`src/rtl/mem_bus_arbiter_if.sv`:
```
`default_nettype none
// ============================================================================
// Module      : mem_bus_arbiter_if
// Description : Bundles the fetch (i_*), data (d_*) and shared-memory (m_*)
//               valid/data_ok handshake signals of mem_bus_arbiter, plus the
//               owner status output.
//               master : the arbiter's view (drives m_* and the completions).
//               slave  : the environment's view (requesters and memory).
// Revision    : 1.0 - initial release
// ============================================================================
interface mem_bus_arbiter_if #(
   parameter int ADDR_W = 64,
   parameter int DATA_W = 64
);
   localparam int STRB_W = DATA_W / 8;

   // Fetch requester
   logic              i_valid;
   logic [ADDR_W-1:0] i_addr;
   logic              i_data_ok;
   logic [DATA_W-1:0] i_rdata;

   // Data requester
   logic              d_valid;
   logic [ADDR_W-1:0] d_addr;
   logic [2:0]        d_size;
   logic [STRB_W-1:0] d_strobe;
   logic [DATA_W-1:0] d_wdata;
   logic              d_data_ok;
   logic [DATA_W-1:0] d_rdata;

   // Shared memory port
   logic              m_valid;
   logic [ADDR_W-1:0] m_addr;
   logic [2:0]        m_size;
   logic [STRB_W-1:0] m_strobe;
   logic [DATA_W-1:0] m_wdata;
   logic              m_data_ok;
   logic [DATA_W-1:0] m_rdata;

   // Arbitration status
   logic [1:0]        owner;

   modport master (
      input  i_valid, i_addr,
      output i_data_ok, i_rdata,
      input  d_valid, d_addr, d_size, d_strobe, d_wdata,
      output d_data_ok, d_rdata,
      output m_valid, m_addr, m_size, m_strobe, m_wdata,
      input  m_data_ok, m_rdata,
      output owner
   );

   modport slave (
      output i_valid, i_addr,
      input  i_data_ok, i_rdata,
      output d_valid, d_addr, d_size, d_strobe, d_wdata,
      input  d_data_ok, d_rdata,
      input  m_valid, m_addr, m_size, m_strobe, m_wdata,
      output m_data_ok, m_rdata,
      input  owner
   );
endinterface
`default_nettype wire

```
`src/rtl/mem_bus_arbiter.sv`:
```
`default_nettype none
// ============================================================================
// Module      : mem_bus_arbiter
// Description : Shares one memory port between instruction fetch and data
//               access. Data has fixed priority; after MAX_D_STREAK
//               consecutive data grants with a fetch waiting, the fetch is
//               granted once. MAX_D_STREAK=0 gives strict data priority.
//               The winner's request is latched at grant, so requester
//               inputs are ignored until the memory answers with m_data_ok.
// Revision    : 1.0 - initial release
// ============================================================================
module mem_bus_arbiter #(
   parameter int ADDR_W       = 64,
   parameter int DATA_W       = 64,
   parameter int MAX_D_STREAK = 4
) (
   input  wire logic          clk,
   input  wire logic          reset,
   mem_bus_arbiter_if.master  bus
);

   localparam int STRB_W   = DATA_W / 8;
   // Counter must hold values 0..MAX_D_STREAK; keep at least one bit so the
   // strict-priority build still has a legal (constant zero) register.
   localparam int STREAK_W = (MAX_D_STREAK < 1) ? 1 : $clog2(MAX_D_STREAK + 1);
   localparam logic [STREAK_W-1:0] STREAK_MAX = STREAK_W'(MAX_D_STREAK);
   localparam bit  FAIRNESS_ON = (MAX_D_STREAK != 0);

   localparam logic [2:0] MSIZE4     = 3'b010;
   localparam logic [1:0] OWNER_NONE = 2'd0;
   localparam logic [1:0] OWNER_I    = 2'd1;
   localparam logic [1:0] OWNER_D    = 2'd2;

   typedef enum logic [1:0] {
      IDLE   = 2'd0,
      BUSY_I = 2'd1,
      BUSY_D = 2'd2
   } state_t;

   state_t              state_q,  state_d;
   logic [STREAK_W-1:0] streak_q, streak_d;

   // Latched request of the current owner; drives the memory port directly.
   logic [ADDR_W-1:0]   addr_q;
   logic [2:0]          size_q;
   logic [STRB_W-1:0]   strobe_q;
   logic [DATA_W-1:0]   wdata_q;

   logic                m_valid_q;
   logic [1:0]          owner_q;

   logic                streak_full;
   logic                grant_i;
   logic                grant_d;
   logic                complete;

   // Grant decisions are only taken in IDLE; fetch wins when data is absent
   // or data has used up its allowed streak while fetch was waiting.
   assign streak_full = FAIRNESS_ON && (streak_q == STREAK_MAX);
   assign grant_i     = (state_q == IDLE) && bus.i_valid &&
                        (!bus.d_valid || streak_full);
   assign grant_d     = (state_q == IDLE) && bus.d_valid && !grant_i;
   // m_data_ok only counts while a transaction is outstanding.
   assign complete    = (state_q != IDLE) && bus.m_data_ok;

   // Next-state and streak bookkeeping.
   always_comb begin
      state_d  = state_q;
      streak_d = streak_q;

      case (state_q)
         IDLE: begin
            if (grant_i) begin
               state_d = BUSY_I;
            end else if (grant_d) begin
               state_d = BUSY_D;
            end
         end
         BUSY_I, BUSY_D: begin
            if (complete) begin
               state_d = IDLE;
            end
         end
         default: begin
            state_d = IDLE;
         end
      endcase

      if (grant_i) begin
         streak_d = '0;
      end else if (grant_d) begin
         if (!bus.i_valid) begin
            // No fetch waiting: the streak only measures starvation.
            streak_d = '0;
         end else if (streak_q != STREAK_MAX) begin
            streak_d = streak_q + 1'b1;
         end
      end
   end

   // Arbiter state, request latch and registered port outputs.
   always_ff @(posedge clk) begin
      if (reset) begin
         state_q   <= IDLE;
         streak_q  <= '0;
         addr_q    <= '0;
         size_q    <= '0;
         strobe_q  <= '0;
         wdata_q   <= '0;
         m_valid_q <= 1'b0;
         owner_q   <= OWNER_NONE;
      end else begin
         state_q  <= state_d;
         streak_q <= streak_d;

         if (grant_i) begin
            // Fetches are always 32-bit reads.
            addr_q   <= bus.i_addr;
            size_q   <= MSIZE4;
            strobe_q <= '0;
            wdata_q  <= '0;
         end else if (grant_d) begin
            addr_q   <= bus.d_addr;
            size_q   <= bus.d_size;
            strobe_q <= bus.d_strobe;
            wdata_q  <= bus.d_wdata;
         end

         m_valid_q <= (state_d != IDLE);
         case (state_d)
            BUSY_I:  owner_q <= OWNER_I;
            BUSY_D:  owner_q <= OWNER_D;
            default: owner_q <= OWNER_NONE;
         endcase
      end
   end

   // Memory port is driven only from the latch.
   assign bus.m_valid  = m_valid_q;
   assign bus.m_addr   = addr_q;
   assign bus.m_size   = size_q;
   assign bus.m_strobe = strobe_q;
   assign bus.m_wdata  = wdata_q;
   assign bus.owner    = owner_q;

   // Completion passes straight through to the owner; the other side sees 0.
   assign bus.i_data_ok = (state_q == BUSY_I) && bus.m_data_ok;
   assign bus.d_data_ok = (state_q == BUSY_D) && bus.m_data_ok;
   assign bus.i_rdata   = bus.i_data_ok ? bus.m_rdata : '0;
   assign bus.d_rdata   = bus.d_data_ok ? bus.m_rdata : '0;

endmodule
`default_nettype wire
```
`src/flat_wrapper.sv`:
```
// flat-port wrapper written by rule: the top's interface ports become plain ports
module mem_bus_arbiter_flat 
#(
   parameter int ADDR_W       = 64,
   parameter int DATA_W       = 64,
   parameter int MAX_D_STREAK = 4
)
  (clk, reset, bus_i_valid, bus_i_addr, bus_i_data_ok, bus_i_rdata, bus_d_valid, bus_d_addr, bus_d_size, bus_d_strobe, bus_d_wdata, bus_d_data_ok, bus_d_rdata, bus_m_valid, bus_m_addr, bus_m_size, bus_m_strobe, bus_m_wdata, bus_m_data_ok, bus_m_rdata, bus_owner);
  mem_bus_arbiter_if #(.ADDR_W(ADDR_W), .DATA_W(DATA_W)) bus_i ();
  input  wire logic clk;
  input  wire logic reset;
  input wire logic [$bits(bus_i.i_valid)-1:0] bus_i_valid;
  input wire logic [$bits(bus_i.i_addr)-1:0] bus_i_addr;
  output wire logic [$bits(bus_i.i_data_ok)-1:0] bus_i_data_ok;
  output wire logic [$bits(bus_i.i_rdata)-1:0] bus_i_rdata;
  input wire logic [$bits(bus_i.d_valid)-1:0] bus_d_valid;
  input wire logic [$bits(bus_i.d_addr)-1:0] bus_d_addr;
  input wire logic [$bits(bus_i.d_size)-1:0] bus_d_size;
  input wire logic [$bits(bus_i.d_strobe)-1:0] bus_d_strobe;
  input wire logic [$bits(bus_i.d_wdata)-1:0] bus_d_wdata;
  output wire logic [$bits(bus_i.d_data_ok)-1:0] bus_d_data_ok;
  output wire logic [$bits(bus_i.d_rdata)-1:0] bus_d_rdata;
  output wire logic [$bits(bus_i.m_valid)-1:0] bus_m_valid;
  output wire logic [$bits(bus_i.m_addr)-1:0] bus_m_addr;
  output wire logic [$bits(bus_i.m_size)-1:0] bus_m_size;
  output wire logic [$bits(bus_i.m_strobe)-1:0] bus_m_strobe;
  output wire logic [$bits(bus_i.m_wdata)-1:0] bus_m_wdata;
  input wire logic [$bits(bus_i.m_data_ok)-1:0] bus_m_data_ok;
  input wire logic [$bits(bus_i.m_rdata)-1:0] bus_m_rdata;
  output wire logic [$bits(bus_i.owner)-1:0] bus_owner;
  assign bus_i.i_valid = bus_i_valid;
  assign bus_i.i_addr = bus_i_addr;
  assign bus_i_data_ok = bus_i.i_data_ok;
  assign bus_i_rdata = bus_i.i_rdata;
  assign bus_i.d_valid = bus_d_valid;
  assign bus_i.d_addr = bus_d_addr;
  assign bus_i.d_size = bus_d_size;
  assign bus_i.d_strobe = bus_d_strobe;
  assign bus_i.d_wdata = bus_d_wdata;
  assign bus_d_data_ok = bus_i.d_data_ok;
  assign bus_d_rdata = bus_i.d_rdata;
  assign bus_m_valid = bus_i.m_valid;
  assign bus_m_addr = bus_i.m_addr;
  assign bus_m_size = bus_i.m_size;
  assign bus_m_strobe = bus_i.m_strobe;
  assign bus_m_wdata = bus_i.m_wdata;
  assign bus_i.m_data_ok = bus_m_data_ok;
  assign bus_i.m_rdata = bus_m_rdata;
  assign bus_owner = bus_i.owner;
  mem_bus_arbiter #(.ADDR_W(ADDR_W), .DATA_W(DATA_W), .MAX_D_STREAK(MAX_D_STREAK)) u_core (.clk(clk), .reset(reset), .bus(bus_i));
endmodule
```
`config.mk`:
```
export PLATFORM = sky130hd
export DESIGN_NAME = mem_bus_arbiter_flat
export DESIGN_NICKNAME = d
export VERILOG_FILES = /design/src/rtl/mem_bus_arbiter_if.sv /design/src/rtl/mem_bus_arbiter.sv /design/src/flat_wrapper.sv
export SDC_FILE = /design/constraint.sdc
export NUM_CORES = 1
export LEC_CHECK = 0
export ABC_AREA = 1
export BUFFER_PORTS_ARGS = -buffer_cell sky130_fd_sc_hd__buf_4
export CAP_MARGIN = 25
export CORE_AREA = 2 2 210 212
export CTS_CLUSTER_DIAMETER = 200
export DETAILED_ROUTE_END_ITERATION = 16
export DIE_AREA = 0 0 212 214
export GPL_TIMING_DRIVEN = 0
export PLACE_DENSITY_LB_ADDON = 0.3
export SLEW_MARGIN = 20
export SYNTH_ARGS = -nofsm -noshare
export SYNTH_HDL_FRONTEND = slang
export SYNTH_SLANG_ARGS = --single-unit
```
`constraint.sdc`:
```
create_clock -name clk -period 2.1 [get_ports clk]
set_input_delay 0.63 -clock clk [delete_from_list [all_inputs] [get_ports clk]]
set_output_delay 0.63 -clock clk [all_outputs]
set_load 0.1 [all_outputs]
```
After elaboration in Yosys (flattened, before gate mapping). Index checks and enable logic that the tools add are counted.

Reductions and logical operators: 17. Eq/ne operators: 7. Add/sub/neg operators: 1. Muxes and demuxes: 13.

Operator list (number): $mux W64 (4); $mux W2 (5); $pmux W2 S2 (2); $logic_and A1 B1 Y1 (7); $mux W3 (2); $reduce_bool A2 Y1 (3); $eq A2 B1 Y1 const B (2); $eq A2 B2 Y1 const B (2); $reduce_or A2 Y1 (2); $add A3 B1 Y3 const B (1); $eq A3 B3 Y1 const B (1); $ne A3 B3 Y1 const B (1); $logic_not A1 Y1 (2); $logic_not A2 Y1 (1); $ne A2 B1 Y1 const B (1); $reduce_and A2 Y1 (1); $logic_or A1 B1 Y1 (1).

Logic and storage cells: 47. Bits of input ports: 272. Output and inout bits: 272. Bits in registers: 147.

Depth between registers and ports, before layout. Gate-level depths: netlist (run 1).

Depth in word-level cells: 10. Mapped depth: 11.

Worst setup path before layout (run 1). Ideal clock, no wire load.

Kind: input -> output. From: in bus_m_data_ok. To: out bus_d_rdata[54]. Path slack: -0.866 ns. Arrival time: 2.336 ns. Data required time: 1.470 ns. Cell stages on the path: 4. Cells stage by stage: nand2_1 clkbuf_1 clkbuf_1 nor2_1.

Longest elaborated chain between the ends: 2.

RTL lines: from (decl) (line flat_wrapper.sv:28) `input wire logic [$bits(bus_i.m_data_ok)-1:0] bus_m_data_ok;`; $logic_and A1 B1 Y1 (line mem_bus_arbiter.sv:148) `assign bus.d_data_ok = (state_q == BUSY_D) && bus.m_data_ok;`; $mux W64 (line mem_bus_arbiter.sv:150) `assign bus.d_rdata = bus.d_data_ok ? bus.m_rdata : '0;`; to (decl) (line flat_wrapper.sv:22) `output wire logic [$bits(bus_i.d_rdata)-1:0] bus_d_rdata;`.

No other way between the ends.

Worst setup path after layout (run 1).
From: reg u_core.state_q[0]. To: out bus_d_rdata[47].

Longest elaborated chain between the ends: 3.

RTL lines: from (decl) (line mem_bus_arbiter.sv:40) `state_t state_q, state_d;`; from (signal assigned) (line mem_bus_arbiter.sv:113) `state_q <= state_d;`; $eq A2 B2 Y1 (line mem_bus_arbiter.sv:148); $logic_and A1 B1 Y1 (line mem_bus_arbiter.sv:148); $mux W64 (line mem_bus_arbiter.sv:150).

No other way between the ends.

==> results of run 1 <==
-- cell type report --
type                       instances  area (um2)  share of cell area
timing repair buffer             564        5990               0.379
multi-input combinational        716        4220               0.268
sequential                       147        2950               0.187
tap                              585         732              0.0464
buffer                            73         707              0.0448
inverter                         142         546              0.0346
clock buffer                      21         470              0.0298
clock inverter                    11         149             0.00944
antenna                            4        10.0            0.000635
-- metal layers --
metal  global-route usage  share of wire  vias to the layer above  wire [um]
li1                     -              -                     4449          -
met4               0.0728          0.036                        0       1350
met1                0.173           0.37                     4210      13800
met2                0.292           0.53                      329      19700
met5                    0              0                        -          0
met3               0.0431          0.069                       56       2580
-- kinds of logic after synthesis --
kind of cell | after synthesis | synth area share
adders and majority gates | 6 | 0.0106
buffers and inverters | 215 | 0.131
xor gates and xnor gates | 1 | 0.00124
AOI/OAI and AO/OA | 81 | 0.0587
DFF | 147 | 0.417
and+or+nand+nor | 628 | 0.381
-- registers in the layout, indices dropped and copies added (netlist names) --
| signal | count |
|---|---|
| u_core.bus.m_addr | 64 |
| u_core.bus.m_size | 3 |
| u_core.bus.m_strobe | 8 |
| u_core.bus.m_valid | 1 |
| u_core.bus.m_wdata | 64 |
| u_core.bus.owner | 2 |
| u_core.state_q | 2 |
| u_core.streak_q | 3 |
-- path summary, 6_finish.rpt --
path / slack, ps / to
hold reg to reg: 470 / u_core.bus.m_wdata[50]$_SDFFE_PP0P_
setup / recovery: -310 / bus_d_rdata[47]
setup reg to reg: 160 / u_core.bus.m_wdata[8]$_SDFFE_PP0P_
hold / removal: 440 / u_core.bus.m_wdata[17]$_SDFFE_PP0P_
-- worst max-delay path, cell delays in order (launching register included) --
cell	delay (ps)
dfxtp_4	360
inv_4	60
ha_4	160
nand2_8	70
clkbuf_16	170
clkbuf_16	170
nor2_4	140
buf_12	190
-- timing repair --
action	CTS	global route
buffers inserted	5	4
endpoints found under the setup margin	181	223
resized for setup	418	40
pin swaps	11	13
hold endpoints to repair	0	0
gates cloned	8	4
hold buffers	0	0
-- power by group --
part	switching (uW)	internal, uW
clock network	1260	1970
logic	4620	1850
registers	173	3120
total	6050	6940
-- stage by stage --
| stage | setup TNS, ps | power (uW) | hold WS, ps | setup slack [ps] | utilization |
|---|---|---|---|---|---|
| finish | -31430 | 13000 | 439 | -311 | 0.368 |
| global route | -41810 | 13600 | 404 | -391 | 0.368 |
| CTS | -37750 | 13100 | 402 | -371 | 0.363 |
| detailed placement | -19320 | 9350 | 458 | -296 | 0.304 |
| global placement | -18020 | 9320 | 453 | -283 | 0.304 |
| floorplan | -5840 | 7780 | 461 | -152 | - |
-- cell usage in the layout (no fill, tap or decap), drive strengths merged --
cell type / netlist / layout
a21boi: 2 / 2
a21oi: 78 / 78
buf: 53 / 608
bufinv: 0 / 3
clkbuf: 20 / 50
clkinv: 1 / 4
clkinvlp: 0 / 5
dfxtp: 147 / 147
diode: 0 / 4
ha: 6 / 6
inv: 141 / 141
nand2: 295 / 295
nand3: 135 / 135
nor2: 134 / 134
o21ai: 1 / 1
or2: 64 / 64
xor2: 1 / 1
==> results_dict.tcl, run 1 <==
set metrics [dict create \
    run_status "finished, violations left" \
    violated_checks "negative setup slack" \
    final_nets 1939 \
    crit-reg2reg-launch "u_core.state_q[1]$_SDFF_PP0_" \
    count_of_mapped_cells_out_of_synthesis 1078 \
    setup_ws_ps -311 \
    detail_route.drc_violations 0 \
    finalInstanceArea_um2 15800 \
    max-clock-path-buffers 2 \
    numPlacedInstances 2206 \
    period_share 1.15 \
    place.gp.congestion 0.861 \
    area_delta_synth_final_pct 124 \
    ys_async_sr_fraction 0 \
    die_y_um 214 \
    antenna_found_initial 5 \
    dr.first_iter.drc_count 408 \
    instances_no_fill 2263 \
    detail_route_antenna_nets 0 \
    floorplan.die.width_um 212 \
    synth_sequential_area_ratio 0.417 \
    timing.critical_path.required_ps 1470 \
    num_vias 9044 \
    cts_inserted_buffers 17 \
    count_of_flip_flops_with_a_built_in_enable_after_synthesis 0 \
    route.detailed.wl_per_inst_um 16.6 \
    postSynth.topFlopCell "dfxtp_1" \
    hpwl_um 28800 \
    core.rowCount 76 \
    most_frequent_cells_after_synthesis "nand2_1, dfxtp_1, inv_1, nand3_1, nor2_1" \
    synthDominantAreaCellType "dfxtp_1" \
    cp.arrival_ps 1780 \
    synth.ff_latch_count 147 \
    floorplan.initialDensity 0.164 \
    worstSetupPathType "flop to primary output" \
    cts_tree "done" \
    drv_cap 0 \
    final_period_minus_worst_setup_slack_ps 2410 \
    dieArea_um2 45400 \
    ctsHtreeMaxLevel 4 \
    hold_path.startpoint "bus_d_wdata[17]" \
    grt_max_degree 17 \
    final_max_slew_viol_count 0 \
    pwr_density_cell_nw_per_um2 824 \
    overflow 0 \
    whs_path_depth 3 \
    synthMostInstantiatedCell "nand2_1" \
    grt_pass1_wl_um 55400 \
    synthTopCellsByArea "dfxtp_1, nand2_1, nand3_1" \
    drt_pre_antenna_iters 5 \
    synthesis.nets 1356 \
    viasPerCell 4.00 \
    clock_sinks 147 \
    synth_area_per_cell_um2 6.54 \
    timing.reg2reg.worst_path_depth 11 \
    numPortBuffers 543 \
    endpoint_kind "primary output" \
    worst-path-max-fanout 5 \
    final.fill_count 4302 \
    max-vdd-ir-drop_mv 0.558 \
    worstSetupStartpointType "flop" \
    coreArea_um2 42900 \
    synth.yosys.warnings 0 \
    timing.final.hold_violations 0 \
    rsz0062_at_grt "yes" \
    leakagePower_uw 0.00751 \
    grt_use_total 0.161 \
    tightest_pin_transition_ps 559 \
    ctsRootBufferMaster "clkbuf_16" \
    clkSlewWorstSetupHoldPaths_ps 70 \
    holdCritPathClass "primary input to flop" \
    grt_pass1_vias 9258 \
    area_share_of_the_largest_cell_type_after_synthesis 0.417 \
    setup_viol_count_final 130 \
    route.final.wire_length_um 37500 \
    ys_types 23 \
    total_placed_instance_area_um2 13000 \
    timing.max_slew.rel_slack 0.627 \
    clk-insertion-delay-late_ps 450 \
    cp-startpoint "u_core.state_q[0]$_SDFF_PP0_" \
    clock_tree_skew_after_final_layout_ps 9.00 \
    io_pins 544 \
    timing.fmax_mhz 415 \
    post_synth_instance_area_um2 7050 \
    drive_above_1_share 0.495 \
]
Note: power is estimated with default switching activity, not from simulation.
==> inputs of run 2 (changes only) <==
--- a/config.mk
+++ b/config.mk
@@ -14,6 +14,7 @@
 export DIE_AREA = 0 0 212 214
 export GPL_TIMING_DRIVEN = 0
 export PLACE_DENSITY_LB_ADDON = 0.3
+export RECOVER_POWER = 25
 export SLEW_MARGIN = 20
 export SYNTH_ARGS = -nofsm -noshare
 export SYNTH_HDL_FRONTEND = slang
==> results_dict.tcl, run 2 (synthesis gave the netlist of run 1 again) <==
set metrics [dict create \
    run_status "finished, violations left" \
    violated_checks "negative setup slack" \
    worstSetupStartpointType "flop" \
    area_delta_synth_final_pct 121 \
    final_nets 1939 \
    holdCritPathClass "primary input to flop" \
    grt_use_total 0.161 \
    cts_tree "done" \
    drive_above_1_share 0.495 \
    power.total_uw 12900 \
    overflow 0 \
    dr.first_iter.drc_count 438 \
    cp.arrival_ps 1780 \
    setup_ws_ps -311 \
    cp-startpoint "u_core.state_q[0]$_SDFF_PP0_" \
    drt_pre_antenna_iters 5 \
    num_vias 9033 \
    viasPerCell 3.99 \
    rsz0062_at_grt "yes" \
    die_y_um 214 \
    crit-reg2reg-launch "u_core.state_q[1]$_SDFF_PP0_" \
    commonest_non_fill_non_tap_cell_in_the_layout "buf_4" \
    worst-path-max-fanout 5 \
    max-clock-path-buffers 2 \
    final_max_slew_viol_count 0 \
    ctsHoldBuffers 0 \
    clkSlewWorstSetupHoldPaths_ps 60 \
    ctsRootBufferMaster "clkbuf_16" \
    total_placed_instance_area_um2 13000 \
    tightest_pin_transition_ps 580 \
    timing.critical_path.required_ps 1470 \
    detail_route_antenna_nets 0 \
    route.final.wire_length_um 37400 \
    worstSetupPathType "flop to primary output" \
    timing.final.hold_violations 0 \
    max-vdd-ir-drop_mv 0.554 \
    endpoint_kind "primary output" \
    grt_max_degree 17 \
    io_pins 544 \
    core.rowCount 76 \
    period_share 1.15 \
    hpwl_um 28800 \
    timing.fmax_mhz 415 \
    place.gp.congestion 0.861 \
    floorplan.initialDensity 0.164 \
    clock_sinks 147 \
    commonest_cells_after_routing_fill_and_taps_aside "buf_4, nand2_1, dfxtp_1, nand3_1, inv_1" \
    grt_pass1_wl_um 55400 \
    clock_tree_skew_after_final_layout_ps 14.2 \
    drv_cap 0 \
    setup_viol_count_final 130 \
    coreArea_um2 42900 \
    timing.max_slew.rel_slack 0.615 \
    final.fill_count 4332 \
    antenna_found_initial 5 \
    dieArea_um2 45400 \
    setup_total_negative_slack_ps -31410 \
    final_period_minus_worst_setup_slack_ps 2410 \
    pwr_density_cell_nw_per_um2 827 \
    detail_route.drc_violations 0 \
    numPortBuffers 543 \
    floorplan.die.width_um 212 \
    route.detailed.wl_per_inst_um 16.5 \
    leakagePower_uw 0.00745 \
    hold_path.startpoint "bus_d_size[2]" \
    grt_pass1_vias 9258 \
    cts_inserted_buffers 17 \
    ctsHtreeMaxLevel 4 \
    clk-insertion-delay-late_ps 450 \
    finalInstanceArea_um2 15600 \
]
run 2: stage by stage:
stage,hold WS (ps),utilization,worst slack [ps],std cells
final,443,0.364,-311,2263
after global routing,404,0.364,-391,2263
after CTS,402,0.363,-371,2251
after detailed placement,458,0.304,-296,2206
after global placement,453,0.304,-283,2206
after floorplan,461,-,-152,1078
run 2: report_power, final:
part           switching, uW  total, uW  internal [uW]  leakage (uW)
clock network           1250       3220           1970      0.000296
registers                170       3290           3120       0.00121
logic                   4620       6380           1760       0.00594
run 2: critical path, stage by stage, from the launching register on:
cell and delay, ps:
dfxtp_4 360, inv_4 60, ha_4 160, nand2_8 70, clkbuf_16 170, clkbuf_16 170
nor2_4 130, buf_12 190
run 2: what timing repair did:
action	in CTS	in global routing
cloned	8	4
setup buffers	5	4
setup endpoints to repair	181	223
endpoints found under the hold margin	0	0
pin swaps	11	13
resized for setup	418	40
run 2: worst paths after layout:
path / end / slack [ps] / cells past startpoint
max: bus_d_rdata[47] / -310 / 7
min: u_core.bus.m_size[2]$_SDFFE_PP0P_ / 440 / 3
max reg2reg: u_core.bus.m_strobe[4]$_SDFFE_PP0P_ / 150 / 11
min reg2reg: u_core.bus.m_wdata[50]$_SDFFE_PP0P_ / 460 / 2
run 2: cell type report:
class                      count  area [um2]  share of cell area
timing repair buffer         564        5810               0.372
multi-input combinational    716        4220               0.271
sequential                   147        2950               0.189
tap                          585         732              0.0469
buffer                        73         707              0.0453
inverter                     142         546              0.0350
clock buffer                  21         470              0.0302
clock inverter                11         149             0.00955
antenna                        4        10.0            0.000642
run 2: metal layers:
layer  part of all wire  up-vias  track usage
met1               0.37     4208        0.173
li1                   -     4449            -
met2               0.53      325        0.292
met3              0.070       51       0.0431
met4              0.033        0       0.0728
met5                  0        -            0
==> inputs of run 3 (changes only) <==
--- a/config.mk
+++ b/config.mk
@@ -15,6 +15,7 @@
 export GPL_TIMING_DRIVEN = 0
 export PLACE_DENSITY_LB_ADDON = 0.3
 export RECOVER_POWER = 25
+export SKIP_LAST_GASP = 1
 export SLEW_MARGIN = 20
 export SYNTH_ARGS = -nofsm -noshare
 export SYNTH_HDL_FRONTEND = slang
==> results_dict.tcl, run 3 (synthesis gave the netlist of run 1 again) <==
set metrics [dict create \
    multi_input_comb_area_um2 4220 \
    viasPerCell 4.00 \
    final_nets 1939 \
    power.total_uw 12900 \
    final.fill_count 4332 \
    place.gp.congestion 0.861 \
    timing.final.hold_violations 0 \
    pre_cts_slack_ps -296 \
    setup_total_negative_slack_ps -32850 \
    drt_pre_antenna_iters 4 \
    drive_above_1_share 0.493 \
    grt_pass1_wl_um 55200 \
    rsz0062_at_grt "yes" \
    clock_tree_skew_after_final_layout_ps 14.9 \
    cts_inserted_buffers 17 \
    final_hold_slack_ps 441 \
    seqCellArea_um2 2950 \
    worst-path-max-fanout 5 \
    num_vias 9048 \
    setup_ws_ps -328 \
    regToRegSetupSlack_ps 150 \
    setup_viol_count_final 130 \
    max-vdd-ir-drop_mv 0.557 \
    max-clock-path-buffers 2 \
    numPortBuffers 543 \
    die_y_um 214 \
    grt_use_total 0.160 \
    commonest_non_fill_non_tap_cell_in_the_layout "buf_4" \
    cts_tree "done" \
    ctsRootBufferMaster "clkbuf_16" \
    period_share 1.16 \
    timing.reg2reg.worst_path_depth 11 \
    setup.worst_path.end "bus_d_rdata[27]" \
    drv_cap 0 \
    floorplan.initialDensity 0.164 \
    holdCritPathClass "primary input to flop" \
    detail_route.drc_violations 0 \
    ctsHtreeMaxLevel 4 \
    route.final.wire_length_um 37200 \
    worstSetupStartpointType "flop" \
    hold_path.startpoint "bus_d_wdata[17]" \
    grt_pass1_vias 9246 \
    commonest_cells_after_routing_fill_and_taps_aside "buf_4, nand2_1, dfxtp_1, nand3_1, inv_1" \
    crit-reg2reg-launch "u_core.state_q[1]$_SDFF_PP0_" \
    reg2reg_to "u_core.bus.m_addr[50]$_SDFFE_PP0P_" \
    core.rowCount 76 \
    timing.max_slew.rel_slack 0.617 \
    hpwl_um 28800 \
    worstSetupPathType "flop to primary output" \
    floorplan.die.width_um 212 \
    route.detailed.wl_per_inst_um 16.4 \
    coreArea_um2 42900 \
    timing.fmax_mhz 412 \
    cp.arrival_ps 1800 \
    final_max_slew_viol_count 0 \
    overflow 0 \
    dieArea_um2 45400 \
    area_delta_synth_final_pct 120 \
    dr.first_iter.drc_count 421 \
    pwr_density_cell_nw_per_um2 830 \
    cp-startpoint "u_core.state_q[0]$_SDFF_PP0_" \
    io_pins 544 \
    timing.critical_path.required_ps 1470 \
    antenna_found_initial 6 \
    grt_max_degree 17 \
    tightest_pin_transition_ps 578 \
    clock_sinks 147 \
    run_status "finished, violations left" \
    endpoint_kind "primary output" \
    final_period_minus_worst_setup_slack_ps 2430 \
    clkSlewWorstSetupHoldPaths_ps 70 \
    util_after_layout 0.361 \
    detail_route_antenna_nets 0 \
    clk-insertion-delay-late_ps 450 \
    leakagePower_uw 0.00742 \
    violated_checks "negative setup slack" \
]
## run 3: area by class of cell
cell class              instances  share of cell area
clock inverters                11             0.00961
multi-input cells             716               0.272
clock buffers                  21              0.0304
repair buffers                564               0.370
inverters                     142              0.0352
plain buffers                  73              0.0439
flip-flops and latches        147               0.190
diodes                          5            0.000808
well taps                     585              0.0472
## run 3: what timing repair did
| item | CTS | global route |
|---|---|---|
| setup endpoints to repair | 181 | 222 |
| buffers inserted | 5 | 4 |
| resized for setup | 397 | 36 |
| gates cloned | 8 | 4 |
| pin swaps | 10 | 14 |
| hold endpoints to repair | 0 | 0 |
| hold buffers | 0 | 0 |
## run 3: stage by stage
stage,cell area [um2],instances
after CTS,15500,2251
final,15500,2264
after floorplan,8210,1078
after detailed placement,13000,2206
after global placement,13000,2206
after global routing,15500,2264
## run 3: how the worst min path moves through the flow
stage                                          endpoint  slack (ps)  cells past startpoint
detailed placement  u_core.bus.m_wdata[54]$_SDFFE_PP0P_         460                      2
CTS                   u_core.bus.m_size[1]$_SDFFE_PP0P_         400                      3
finish              u_core.bus.m_wdata[17]$_SDFFE_PP0P_         440                      3
floorplan               u_core.streak_q[0]$_SDFFE_PP0P_         460                      2
global placement    u_core.bus.m_wdata[18]$_SDFFE_PP0P_         450                      2
global route        u_core.bus.m_wdata[15]$_SDFFE_PP0P_         400                      3
## run 3: critical path, cell delays in order (launching register included)
cell and delay, ps:
dfxtp_4 360, inv_4 60, ha_4 160, nand2_8 80
clkbuf_16 170, clkbuf_8 180, nor2_4 130, buf_12 190
## run 3: routing by layer
metal  GRT usage  vias up  part of all wire
met4      0.0746        2             0.031
met2       0.290      334              0.53
met1       0.171     4215              0.37
met3      0.0435       48             0.074
li1            -     4449                 -
met5           0        -           0.00035
## run 3: report_power, final
part           leakage, uW  total (uW)  internal, uW  switching, uW
Clock             0.000296        3230          1970           1260
Combinational      0.00591        6350          1740           4610
Sequential         0.00121        3290          3120            169
